[src/rtl/demux_pkg.sv]
// Shared types and constants for the 1-to-2 byte stream demultiplexer.
package demux_pkg;

  localparam int DW_DEF = 8;
  localparam int DEPTH  = 2;

  typedef logic [DW_DEF-1:0] beat_t;

  typedef enum logic [1:0] {
    EMPTY = 2'd0,
    ONE   = 2'd1,
    FULL  = 2'd2
  } fifo_state_t;

  // Occupancy step for a 2-entry FIFO; push+pop together holds the state.
  function automatic fifo_state_t next_fifo_state(input fifo_state_t cur,
                                                  input logic        do_push,
                                                  input logic        do_pop);
    fifo_state_t nxt;
    nxt = cur;
    case ({do_push, do_pop})
      2'b10:   nxt = (cur == EMPTY) ? ONE : FULL;
      2'b01:   nxt = (cur == FULL) ? ONE : EMPTY;
      default: nxt = cur;
    endcase
    return nxt;
  endfunction

endpackage

[src/rtl/fifo2_8bit.sv]
// Two-entry byte FIFO with 1-bit wrapping pointers and registered head.
// Push is refused when full and pop is refused when empty, so the caller
// may present requests without pre-qualifying them.
module fifo2_8bit
  import demux_pkg::*;
(
  input  logic              clk,
  input  logic              rst_n,
  input  logic              push,
  input  logic [DW_DEF-1:0] push_data,
  input  logic              pop,
  output logic              full,
  output logic              empty,
  output logic [DW_DEF-1:0] head
);

  fifo_state_t state_q, state_d;
  logic        wr_ptr_q, wr_ptr_d;
  logic        rd_ptr_q, rd_ptr_d;
  beat_t       mem_q [DEPTH];
  beat_t       mem_d [DEPTH];
  logic        do_push;
  logic        do_pop;

  assign full  = (state_q == FULL);
  assign empty = (state_q == EMPTY);
  assign head  = mem_q[rd_ptr_q];

  // Next-state: write at wr_ptr, advance pointers, step the occupancy.
  always_comb begin
    do_push  = push && (state_q != FULL);
    do_pop   = pop && (state_q != EMPTY);
    mem_d    = mem_q;
    wr_ptr_d = wr_ptr_q;
    rd_ptr_d = rd_ptr_q;
    if (do_push) begin
      mem_d[wr_ptr_q] = push_data;
      wr_ptr_d        = ~wr_ptr_q;
    end
    if (do_pop) begin
      rd_ptr_d = ~rd_ptr_q;
    end
    state_d = next_fifo_state(state_q, do_push, do_pop);
  end

  // State registers; reset clears storage so the head reads zero.
  always_ff @(posedge clk) begin
    if (!rst_n) begin
      state_q  <= EMPTY;
      wr_ptr_q <= 1'b0;
      rd_ptr_q <= 1'b0;
      for (int i = 0; i < DEPTH; i++) begin
        mem_q[i] <= '0;
      end
    end else begin
      state_q  <= state_d;
      wr_ptr_q <= wr_ptr_d;
      rd_ptr_q <= rd_ptr_d;
      mem_q    <= mem_d;
    end
  end

endmodule

[src/rtl/demux1x2_stream_8bit.sv]
// Registered 1-to-2 byte stream demultiplexer: steers each input beat by
// in_sel into one of two 2-entry output FIFOs and counts beats per output.
module demux1x2_stream_8bit
  import demux_pkg::*;
#(
  parameter int DW = DW_DEF
) (
  input  logic          clk,
  input  logic          rst_n,
  input  logic          in_valid,
  output logic          in_ready,
  input  logic [DW-1:0] in_data,
  input  logic          in_sel,
  output logic          out0_valid,
  input  logic          out0_ready,
  output logic [DW-1:0] out0_data,
  output logic          out1_valid,
  input  logic          out1_ready,
  output logic [DW-1:0] out1_data,
  output logic [7:0]    cnt0,
  output logic [7:0]    cnt1
);

  logic       full0, full1;
  logic       empty0, empty1;
  logic       accept;
  logic       push0, push1;
  logic [7:0] cnt0_q, cnt0_d;
  logic [7:0] cnt1_q, cnt1_d;

  // Readiness depends only on the selected FIFO's registered fullness,
  // so a full FIFO never passes a beat through even if it pops this cycle.
  assign in_ready = in_sel ? ~full1 : ~full0;
  assign accept   = in_valid & in_ready;
  assign push0    = accept & ~in_sel;
  assign push1    = accept & in_sel;

  assign out0_valid = ~empty0;
  assign out1_valid = ~empty1;
  assign cnt0       = cnt0_q;
  assign cnt1       = cnt1_q;

  fifo2_8bit u_fifo0 (
    .clk       (clk),
    .rst_n     (rst_n),
    .push      (push0),
    .push_data (in_data),
    .pop       (out0_ready),
    .full      (full0),
    .empty     (empty0),
    .head      (out0_data)
  );

  fifo2_8bit u_fifo1 (
    .clk       (clk),
    .rst_n     (rst_n),
    .push      (push1),
    .push_data (in_data),
    .pop       (out1_ready),
    .full      (full1),
    .empty     (empty1),
    .head      (out1_data)
  );

  // Per-output accepted-beat counters, wrapping modulo 256.
  always_comb begin
    cnt0_d = cnt0_q;
    cnt1_d = cnt1_q;
    if (push0) begin
      cnt0_d = cnt0_q + 8'd1;
    end
    if (push1) begin
      cnt1_d = cnt1_q + 8'd1;
    end
  end

  // Counter registers.
  always_ff @(posedge clk) begin
    if (!rst_n) begin
      cnt0_q <= 8'd0;
      cnt1_q <= 8'd0;
    end else begin
      cnt0_q <= cnt0_d;
      cnt1_q <= cnt1_d;
    end
  end

endmodule

[config.mk]
export PLATFORM = sky130hd
export DESIGN_NAME = demux1x2_stream_8bit
export DESIGN_NICKNAME = d
export VERILOG_FILES = /design/src/rtl/demux_pkg.sv /design/src/rtl/fifo2_8bit.sv /design/src/rtl/demux1x2_stream_8bit.sv
export SDC_FILE = /design/constraint.sdc
export NUM_CORES = 1
export LEC_CHECK = 0
export BUFFER_PORTS_ARGS = -buffer_cell sky130_fd_sc_hd__buf_2
export CORE_MARGIN = 2
export CORE_UTILIZATION = 58
export DETAILED_ROUTE_END_ITERATION = 10
export PLACE_DENSITY = 0.83
export SLEW_MARGIN = 5
export SYNTH_ARGS = -nofsm -noshare
export SYNTH_HDL_FRONTEND = slang
export SYNTH_SLANG_ARGS = --single-unit
[constraint.sdc]
create_clock -name clk -period 4.3 [get_ports clk]
set_clock_uncertainty 0.15 [all_clocks]
set_input_delay 1.075 -clock clk [delete_from_list [all_inputs] [get_ports clk]]
set_output_delay 1.075 -clock clk [all_outputs]
set_load 0.005 [all_outputs]
Word-level counts from Yosys, hierarchy flattened
Cells that the tools add are included.

operators by class
  add/sub/neg operators = 2
  order comparisons = 6
  equality and inequality tests = 8
  multiplexer cells = 19
  bitwise logic cells = 16
  reductions and logical operators = 12

operators by type and width
  kind                                                  number
  2-to-1 mux 8 bit                                      8
  bitwise mux 16 bit                                    2
  adder 8 x 1 -> 8 bit (second input constant)          2
  demux 8 bit (select 1 bit)                            2
  inverter 1 bit                                        9
  equality test 2 bit (second input constant)           4
  >= comparator 2 bit (second input constant)           4
  inverter 1 -> 2 bit                                   4
  case mux 2 bit (2 select lines)                       2
  nonzero test 2 bit                                    4
  logical AND 1 bit                                     6
  equality test 2 x 1 -> 1 bit (second input constant)  2
  zero test 2 bit                                       2
  < comparator 2 x 1 -> 1 bit (second input constant)   2
  2-to-1 mux 2 bit                                      2
  != test 2 bit (second input constant)                 2
  AND 1 bit                                             3
  2-to-1 mux 1 bit                                      3

storage, ports and cells
  register bits = 56
  output and inout bits = 35
  word-level logic and storage cells = 75

Depth between registers and ports, before layout
Gate-level depths: netlist (run 1).

  word-level depth = 8
  gate-level depth with buffers = 10
  gate-level depth less buffers = 8

Hierarchy
Synthesis (run 1) repeated with hierarchy kept, for this count alone.

second synthesis, totals
  cell total of the unflattened synthesis = 273
  area total of the unflattened synthesis = 2577.5 um2

modules (own cells, without submodules)
  module                instances  cells an instance  area each (um2)  sequential area each (um2)
  fifo2_8bit            2          94                 915.9            400.4
  demux1x2_stream_8bit  1          85                 745.7            320.3

Least setup slack after synthesis (run 1)
Ideal clock, no wire load.

  kind = input-to-reg
  from = input in_valid
  to = register u_fifo1.state_q[1]
  setup time = 0.133 ns
  arrival time = 2.187 ns
  required time = 4.017 ns
  path slack = 1.829 ns
  cell stages on the path = 8
  path buffers = 1
  cells stage by stage = nand2_2 nor2_1 buf_2 inv_1 ha_1 inv_1 a21oi_1 a211oi_1

between the ends
  longest elaborated chain between the ends = 5
  elaborated cells on any way between the ends = 7
  those cells by class = 2 x eq/ne; 1 x mux; 2 x bitwise; 2 x reduce/logical

ends and longest elaborated chain
  what                                                                   line                        RTL
  from (decl)                                                            demux1x2_stream_8bit.sv:10  input logic in_valid,
  AND 1 bit (*)                                                          demux1x2_stream_8bit.sv:34  assign accept = in_valid & in_ready;
  AND 1 bit (*)                                                          demux1x2_stream_8bit.sv:36  assign push1 = accept & in_sel;
  logical AND 1 bit (*)                                                  fifo2_8bit.sv:31            do_push = push && (state_q != FULL);
  equality test 2 x 1 -> 1 bit or equality test 2 bit (tied branches)    demux_pkg.sv:21             case ({do_push, do_pop})
  case mux 2 bit (2 select lines) or nonzero test 2 bit (tied branches)  -
  to (signal assigned)                                                   fifo2_8bit.sv:56            state_q <= state_d;
  to (decl)                                                              fifo2_8bit.sv:17            fifo_state_t state_q, state_d;

Mark *: on every way between the ends. The rest lies on a longest branch, timed or not.
A chain may end at the register's enable or synchronous reset.

Final worst setup path (run 1)
  from = input in_sel
  to = output in_ready

between the ends
  longest elaborated chain between the ends = 1

ends and longest elaborated chain
  what              line                        RTL
  from (decl)       demux1x2_stream_8bit.sv:13  input logic in_sel,
  2-to-1 mux 1 bit  demux1x2_stream_8bit.sv:33  assign in_ready = in_sel ? ~full1 : ~full0;
  to (decl)         demux1x2_stream_8bit.sv:11  output logic in_ready,

No other way between the ends.

==> results of run 1 <==
## critical path: stages
cell     delay (ns)
buf_2          0.13
nor2_1         0.10
a21oi_1        0.04
buf_2          0.14
## path summary, 6_finish.rpt
kind         depth (start not counted)          startpoint  slack [ns]            endpoint
max                                  4              in_sel        1.59            in_ready
min                                  2    u_fifo1.mem_q[3]        0.31    u_fifo1.mem_q[3]
max reg2reg                          6  u_fifo0.state_q[0]        2.27  u_fifo0.state_q[1]
min reg2reg                          2    u_fifo1.mem_q[3]        0.31    u_fifo1.mem_q[3]
## per-stage QoR
stage / std cells / area [um2] / power [mW] / hold WS (ns) / setup slack (ns)
after detailed placement: 354 / 2713 / 0.7371 / 0.2964 / 1.416
after floorplan: 268 / 2457 / 0.6888 / 0.2829 / 1.829
after global routing: 361 / 2794 / 1.048 / 0.3310 / 1.522
after global placement: 354 / 2713 / 0.7314 / 0.2933 / 1.518
after CTS: 361 / 2794 / 1.008 / 0.3105 / 1.586
final: 361 / 2794 / 1.001 / 0.3094 / 1.588
## layer usage
layer / global-route usage, % / part of all wire, %
met1: 27.38 / 44
met2: 36.97 / 49
met3: 4.532 / 4.7
met4: 7.190 / 1.4
met5: 0 / 0
## layout make-up
| type | count | area share [%] |
|---|---|---|
| multi-input cells | 193 | 44.92 |
| flip-flops and latches | 56 | 40.13 |
| repair buffers | 50 | 9.136 |
| inverters | 5 | 0.6717 |
| well taps | 50 | 2.239 |
| clock buffers | 5 | 2.463 |
| clock inverters | 2 | 0.4478 |
## cells by family after synthesis
group           after synthesis  synth area share (%)
compound gates               36                 7.688
fa+ha+maj                     4                 2.037
buf+inv                      19                 3.310
mux                          32                 13.85
flops                        56                 45.62
xor+xnor                     19                 6.772
simple gates                102                 20.72
## flip-flops by register name (all words and copies together), names as in the netlist
register / flops
u_fifo0.mem_q: 16
cnt1: 8
u_fifo0.rd_ptr_q: 1
u_fifo1.wr_ptr_q: 1
u_fifo1.rd_ptr_q: 1
u_fifo0.wr_ptr_q: 1
u_fifo1.state_q: 2
u_fifo0.state_q: 2
u_fifo1.mem_q: 16
cnt0: 8
## cells in the mapped netlist (2+ instances only)
cell type  number
dfxtp_1        56
nor2_1         37
a21oi_1        24
nand2_1        22
mux2_2         16
mux2i_1        16
nand3_1        14
xnor2_1        13
clkbuf_1       11
o21ai_0         9
xor2_1          6
inv_1           5
ha_1            4
nor3_1          4
nor4_1          4
and2_1          3
nand4_1         3
a211oi_1        2
buf_2           2
nand2b_1        2
nor2b_1         2
or2_2           2
## power groups by stage
stage / clock network (mW) / logic (mW) / registers, mW
2_1_floorplan: 0 / 0.120 / 0.569
3_3_place_gp: 0 / 0.143 / 0.588
3_5_place_dp: 0 / 0.148 / 0.589
4_1_cts: 0.282 / 0.149 / 0.578
5_1_grt: 0.301 / 0.165 / 0.582
6_report: 0.275 / 0.148 / 0.578
==> summary.txt, run 1 <==
Final layout
  • Most frequent cells in the layout: 56 x dfxtp_1, 48 x buf_2, 37 x nor2_1
  • Commonest non-fill, non-tap cell in the layout: dfxtp_1
  • Area Growth Syn to Fin: 13.70%
  • Final core occ: roughly 69%
  • Fill cells: 337
  • Nets: between 300 and 400
  • Register area: between 1000 and 1500 um2
  • Multi-input logic area: between 1000 and 1500 um2
  • Share of post-route cells with drive strength above 1: 26.37%
  • Ant diodes: 0

Clock network
  • Maximum clock path buffer count: 2
  • Root buffer cell: clkbuf_8
  • CTS clk-pin slew, worst paths: 0.10 ns
  • H-tree levels: 2
  • Cts repair resizes: 0
  • CTS tree: built
  • # Post-CTS Setup Buffers: 0
  • Worst skew pair latency: 0.31 ns
  • Num CTS Buffers: 5
  • Post-CTS Hold Buffers: 0
  • Clock tree sinks: 56

Detailed routing
  • Via count: roughly 2.0k
  • DRC: 0
  • Vias/cell: between 5 and 6
  • Routed length per instance: 13.98 um
  • Post-Route WL: slightly above 5000 um
  • Drt initial violations: 77
  • Post-DRT Antenna Nets: 0
  • 1st-pass router iterations: 4

Timing
  • Slew @ Worst Pin: 0.8667 ns
  • Peak Freq: 0.3688 GHz
  • Final number of setup-violating endpoints: 0
  • Post-layout minimum cycle time: 2.712 ns
  • Setup tns final: 0 ns
  • RSZ-0062 raised after global routing: false
  • Max transition margin: a little over two fifths
  • Fin crit share: a little over three fifths
  • Final hold violations: 0
  • Fin. max-slew vios: 0

Power and ir drop
  • Reg power frac: 57.7%
  • Switching share of power: 27.42%
  • P per Cell Area: 358.3 nW/um2
  • Internal power: slightly above 0.7 mW
  • VDD IR max: 0.2471 mV
  • Lkg Pwr: ~1.2 nW
  • Clock Power Share: approximately 28%
  • Comb power frac: between 10 and 15%
  • Net switching power: 0.2745 mW

Status
  • Status: complete, no violations

Synth
  • Ys Warns: 0
  • Synthesized area per cell: about 9.2 um2
  • Cells after synthesis: 268
  • Synth Net Count: 286
  • Yosys top cell area share: between 40% and 50%
  • Seq/Total Area, Yosys: 45.62%
  • Cell Area, Synth: 2457 um2
  • Fraction of registers with async set/reset: 0%
  • Netlist cell types: 33
  • Top cells by area, synth: dfxtp_1 46%, mux2_2 7.3%, mux2i_1 6.5%
  • Cell taking the most area after synthesis: dfxtp_1
  • Synthesis-stage register bit count: 56
  • Ys flop type: dfxtp_1
  • Post-synth EDFFs: 0

Global route
  • Gr usage total: 21.72%
  • Initial antenna violation count: 0
  • Global-route wire length before repair: 8493 um
  • Gr ovfl total: 0
  • Vias in the first global route: 1802
  • Largest net degree at the start of global routing: 31

Critical path
  • Crit path kind: in -> out
  • Crit-path max FO: 5
  • Crit path capture type: output pin
  • Critical Path Source Type: input pin
  • CP required: 3.07 ns
  • Worst EP arrival: 1.49 ns

Placed design
  • Hpwl dp: 3468 um
  • I/O Buffers: 48
  • RePlAce Congestion: 0.7679

Floorplanning
  • Core box area: 4029 um2
  • # rows: 23
  • Starting Density: between 60% and 70%
  • Die Footprint: between 4000 and 5000 um2
  • DIE HEIGHT: 69.09 um
  • IO Count: 49
  • Die width: 69.09 um

Flow run
  • # Max-Cap Violations: 0

Worst hold path
  • Hold Crit Class: reg -> reg
No activity file was read; power rests on OpenSTA's default activity.
==> run 2, diff against run 1 <==
- CORE_UTILIZATION: 58 -> 54
- PLACE_DENSITY: 0.83 -> 0.78
- clock period: 4.3 -> 2.5 ns (I/O delays scaled with it)
==> run 2 against run 1 <==
  * Register-to-register slack got worse by 1.7 ns
  * Combinational power rose by 72%
  * Setup slack got worse by 1.4 ns
  * Clock power rose by 85%
  * Via count decreased by 0.85%
  * First-iteration DRC count is 92% higher
  * Clock-buffer cell count up 2
  * Total power rose by 75%
  * Die area increased by 7.0%
  * Sequential power is 72% higher
  * Non-clock buffer count rose by 2
  * Flip-flop and latch count unchanged
  * Largest cell class unchanged
==> summary.txt, run 2 (same netlist as run 1, synthesis figures left out) <==
Timing
  • RSZ-0062 raised after global routing: false
  • Slew @ Worst Pin: 0.5797 ns
  • Final number of setup-violating endpoints: 0
  • Hold Slack: 0.3106 ns
  • Setup tns final: 0 ns
  • Peak Freq: 0.4419 GHz
  • Fin crit share: between 90% and 100%
  • Max transition margin: 61.35%
  • Post-layout minimum cycle time: roughly 2.3 ns
  • Final hold violations: 0
  • Final WS setup: 0.2370 ns
  • Fin. max-slew vios: 0

Clock network
  • Root buffer cell: clkbuf_8
  • Worst skew pair latency: 0.31 ns
  • # Post-CTS Setup Buffers: 0
  • Num CTS Buffers: 5
  • Post-CTS Hold Buffers: 0
  • Maximum clock path buffer count: 2
  • H-tree levels: 2
  • CTS clk-pin slew, worst paths: ~0.090 ns
  • Cts repair resizes: 0
  • CTS tree: built
  • Clock tree sinks: 56

Detailed routing
  • Drt initial violations: 148
  • DRC: 0
  • Routed length per instance: ~13 um
  • Post-Route WL: 4928 um
  • Post-DRT Antenna Nets: 0
  • Vias/cell: 5.388
  • Via count: 1972
  • 1st-pass router iterations: 4

Worst hold path
  • Hold Crit Class: reg -> reg

Critical path
  • Worst EP arrival: between 1 and 1.5 ns
  • Crit path kind: reg -> out
  • Crit-path max FO: 10
  • Crit path capture type: output pin
  • CP required: 1.73 ns
  • Critical Path Source Type: flop

Floorplanning
  • Die width: 71.46 um
  • # rows: 24
  • Starting Density: between 50% and 60%
  • Die Footprint: between 5000 and 6000 um2
  • DIE HEIGHT: 71.46 um
  • Core box area: 4384 um2
  • IO Count: 49

Placed design
  • I/O Buffers: 48
  • DP Area: roughly 2700 um2
  • Pre-CTS setup slack: roughly 0.53 ns
  • RePlAce Congestion: between 0.7 and 0.8
  • Hpwl dp: ~3400 um

Global route
  • Gr usage total: 20.03%
  • Vias in the first global route: 1763
  • Global-route wire length before repair: between 8000 and 9000 um
  • Initial antenna violation count: 0
  • Largest net degree at the start of global routing: 57
  • Gr ovfl total: 0

Final layout
  • Fin area: 2824 um2
  • Nets: ~330
  • Area Growth Syn to Fin: 14.92%
  • Most frequent cells in the layout: 56 x dfxtp_1, 48 x buf_2, 37 x nor2_1
  • Commonest non-fill, non-tap cell in the layout: dfxtp_1
  • Top Registers: u_fifo0.mem_q x16, u_fifo1.mem_q x16
  • Share of post-route cells with drive strength above 1: 26.75%
  • Ant diodes: 0

Flow run
  • # Max-Cap Violations: 0

Power and ir drop
  • Lkg Pwr: 1.224 nW
  • VDD IR max: 0.2753 mV
  • P per Cell Area: ~620 nW/um2

Status
  • Status: complete, no violations
## run 2: cell types whose count changed in the layout (fill, tap and decap cells not counted), sizes merged
| cell | before | now |
|---|---|---|
| buf | 50 | 52 |
| clkbuf | 5 | 7 |
| clkinv | 1 | 0 |
## run 2: layout make-up
type	count	area, um2
Clock buffer	7	86.33
Clock inverter	1	7.507
Fill cell	390	1560
Inverter	5	18.77
Multi-Input combinational cell	193	1255
Sequential cell	56	1121
Tap cell	52	65.06
Timing Repair Buffer	52	270.3
## run 2: report_power, final
part	internal (mW)	leakage, nW	switching, mW
combinational	0.126	0.725	0.129
sequential	0.935	0.455	0.0575
clock	0.226	0.0445	0.283
total	1.29	1.22	0.469
## run 2: worst max-delay path: stages (launching register included)
cell and delay (ns):
dfxtp_1 0.39, nor2b_2 0.49, a21oi_1 0.15, buf_2 0.15
## run 2: path summary, 6_finish.rpt
check                     startpoint                 end  slack, ns  depth (start not counted)
setup / recovery  u_fifo1.state_q[1]            in_ready       0.24                          3
hold / removal      u_fifo1.mem_q[3]    u_fifo1.mem_q[3]       0.31                          2
setup reg to reg  u_fifo1.state_q[1]  u_fifo1.state_q[0]       0.59                          8
hold reg to reg     u_fifo1.mem_q[3]    u_fifo1.mem_q[3]       0.31                          2
## run 2: metal layers
layer	track usage (%)	vias up	share of wire, %
met1	26.94	921	47
met3	3.516	9	3.9
met2	32.00	41	47
li1	-	1001	-
met4	8.176	0	1.8
met5	0	-	0
## run 2: metrics by stage
step | total power, mW | utilization (%) | instances
after global placement | 1.262 | 62.27 | 358
after floorplan | 1.185 | - | 268
after detailed placement | 1.268 | 62.27 | 358
final | 1.756 | 64.41 | 366
after CTS | 1.772 | 64.41 | 366
after global routing | 1.852 | 64.41 | 366
==> run 3, diff against run 2 <==
- CORE_UTILIZATION: 54 -> 40
- PLACE_DENSITY: 0.78 -> not set
==> run 3 against run 2 <==
  * Sequential power barely moved
  * Flip-flop and latch count did not move
  * Fmax rose by 0.91%
  * Total power rose by 0.22%
  * Critical endpoint unchanged
  * Largest cell class unchanged
  * Largest power group unchanged
==> summary.txt, run 3 (same netlist as run 1, synthesis figures left out) <==
Final layout
  • Ant diodes: 0
  • Nets: approximately 330
  • Fill cells: 590
  • Share of post-route cells with drive strength above 1: 27.07%
  • Commonest non-fill, non-tap cell in the layout: dfxtp_1
  • Most frequent cells in the layout: 56 x dfxtp_1, 48 x buf_2, 37 x nor2_1
  • Top Registers: u_fifo0.mem_q x16, u_fifo1.mem_q x16
  • Area Growth Syn to Fin: 16.04%

Clock network
  • Maximum clock path buffer count: 2
  • Root buffer cell: clkbuf_8
  • Cts repair resizes: 0
  • CTS clk-pin slew, worst paths: 0.10 ns
  • Clock tree sinks: 56
  • Num CTS Buffers: 5
  • # Post-CTS Setup Buffers: 0
  • Worst skew pair latency: 0.31 ns
  • Post-CTS Hold Buffers: 0
  • CTS tree: built
  • H-tree levels: 2

Critical path
  • Reg2reg end: u_fifo1.state_q[0]
  • Crit path kind: reg -> out
  • Worst EP arrival: 1.47 ns
  • R2r worst-path depth: 8
  • Crit-path max FO: 10
  • R2R Setup Slk: 0.57 ns
  • Critical-path cell list: nor2b_2, a21oi_1, buf_2
  • Reg2reg start: u_fifo1.state_q[1]
  • Worst-path cell with the longest stage delay: nor2b_2
  • Critical Path Source Type: flop
  • CP top delay family: simple AND/OR/NAND/NOR gates
  • Worst path bufs/invs: 1
  • Crit path capture type: output pin
  • CP required: approximately 1.7 ns
  • CP peak stage delay: approximately 0.50 ns

Floorplanning
  • DIE HEIGHT: 82.38 um
  • IO Count: 49
  • Starting Density: 41.50%
  • Die width: 82.38 um
  • Core box area: 5921 um2
  • # rows: 28
  • Die Footprint: 6786 um2

Detailed routing
  • Routed length per instance: 12.99 um
  • Via count: just under 2k
  • Post-DRT Antenna Nets: 0
  • Post-Route WL: between 5000 and 6000 um
  • 1st-pass router iterations: 4
  • Drt initial violations: 91
  • DRC: 0
  • Vias/cell: 4.949

Global route
  • Gr ovfl total: 0
  • Gr usage total: 15.57%
  • Largest net degree at the start of global routing: 57
  • Initial antenna violation count: 0
  • Global-route wire length before repair: 8045 um
  • Vias in the first global route: roughly 1.7k

Timing
  • Peak Freq: 0.4459 GHz
  • Hold Slack: 0.3119 ns
  • Final hold violations: 0
  • Final WS setup: 0.2573 ns
  • RSZ-0062 raised after global routing: false
  • Setup tns final: 0 ns
  • Final number of setup-violating endpoints: 0
  • Fin crit share: 89.71%
  • Slew @ Worst Pin: 0.5780 ns
  • Fin. max-slew vios: 0
  • Post-layout minimum cycle time: 2.243 ns
  • Max transition margin: 61.34%

Power and ir drop
  • VDD IR max: 0.3205 mV
  • Lkg Pwr: 1.230 nW
  • P per Cell Area: 617.1 nW/um2

Worst hold path
  • Hold Crit Class: reg -> reg
  • Hold depth: 2
  • Hold endpoint: u_fifo1.mem_q[3]
  • Hold wc startpoint: u_fifo1.mem_q[3]

Placed design
  • Hpwl dp: approximately 3500 um
  • Pre-CTS setup slack: 0.4797 ns
  • RePlAce Congestion: 0.7249
  • I/O Buffers: 48

Flow run
  • # Max-Cap Violations: 0

Status
  • Status: complete, no violations
==> run 3: area by class of cell <==
type,count,area [um2],area share (%)
tap,75,93.84,3.291
timing repair buffer,52,270.3,9.478
multi-input combinational,193,1255,44.01
clock inverter,2,10.01,0.3510
sequential,56,1121,39.32
clock buffer,6,82.58,2.896
inverter,5,18.77,0.6582
==> run 3: worst max-delay path by stage <==
stage,start,endpoint,cells after the start,slack (ns)
after floorplan,in_valid,u_fifo1.state_q[1],8,0.48
after global placement,in_sel,u_fifo1.mem_q[14],5,0.52
after detailed placement,in_sel,u_fifo1.mem_q[9],5,0.48
after CTS,u_fifo1.state_q[1],in_ready,3,0.25
after global routing,u_fifo1.state_q[1],in_ready,3,0.14
final,u_fifo1.state_q[1],in_ready,3,0.26
==> run 3: metal layers <==
metal	track usage, %	part of all wire [%]	vias up
met2	24.19	45	39
met1	20.85	48	878
met4	6.500	1.4	0
met3	3.370	4.9	7
met5	0	0	-
li1	-	-	1001
==> run 3: per-stage QoR <==
| step | cells | utilization (%) | instance area [um2] | power (mW) |
|---|---|---|---|---|
| floorplan | 268 | - | 2457 | 1.185 |
| global placement | 381 | 46.60 | 2759 | 1.268 |
| detailed placement | 381 | 46.60 | 2759 | 1.272 |
| CTS | 389 | 48.16 | 2851 | 1.777 |
| global route | 389 | 48.16 | 2851 | 1.853 |
| finish | 389 | 48.16 | 2851 | 1.760 |
==> run 3: report_power, final <==
| group | switching, mW | leakage [nW] | internal [mW] |
|---|---|---|---|
| clock | 0.290 | 0.0510 | 0.222 |
| sequential | 0.0576 | 0.455 | 0.935 |
| combinational | 0.129 | 0.725 | 0.126 |
| total | 0.477 | 1.23 | 1.28 |
==> run 3: worst min-delay path, cell delays in order (launching register included) <==
cell     delay, ns
dfxtp_1       0.32
nand2_1       0.05
a21oi_1       0.05
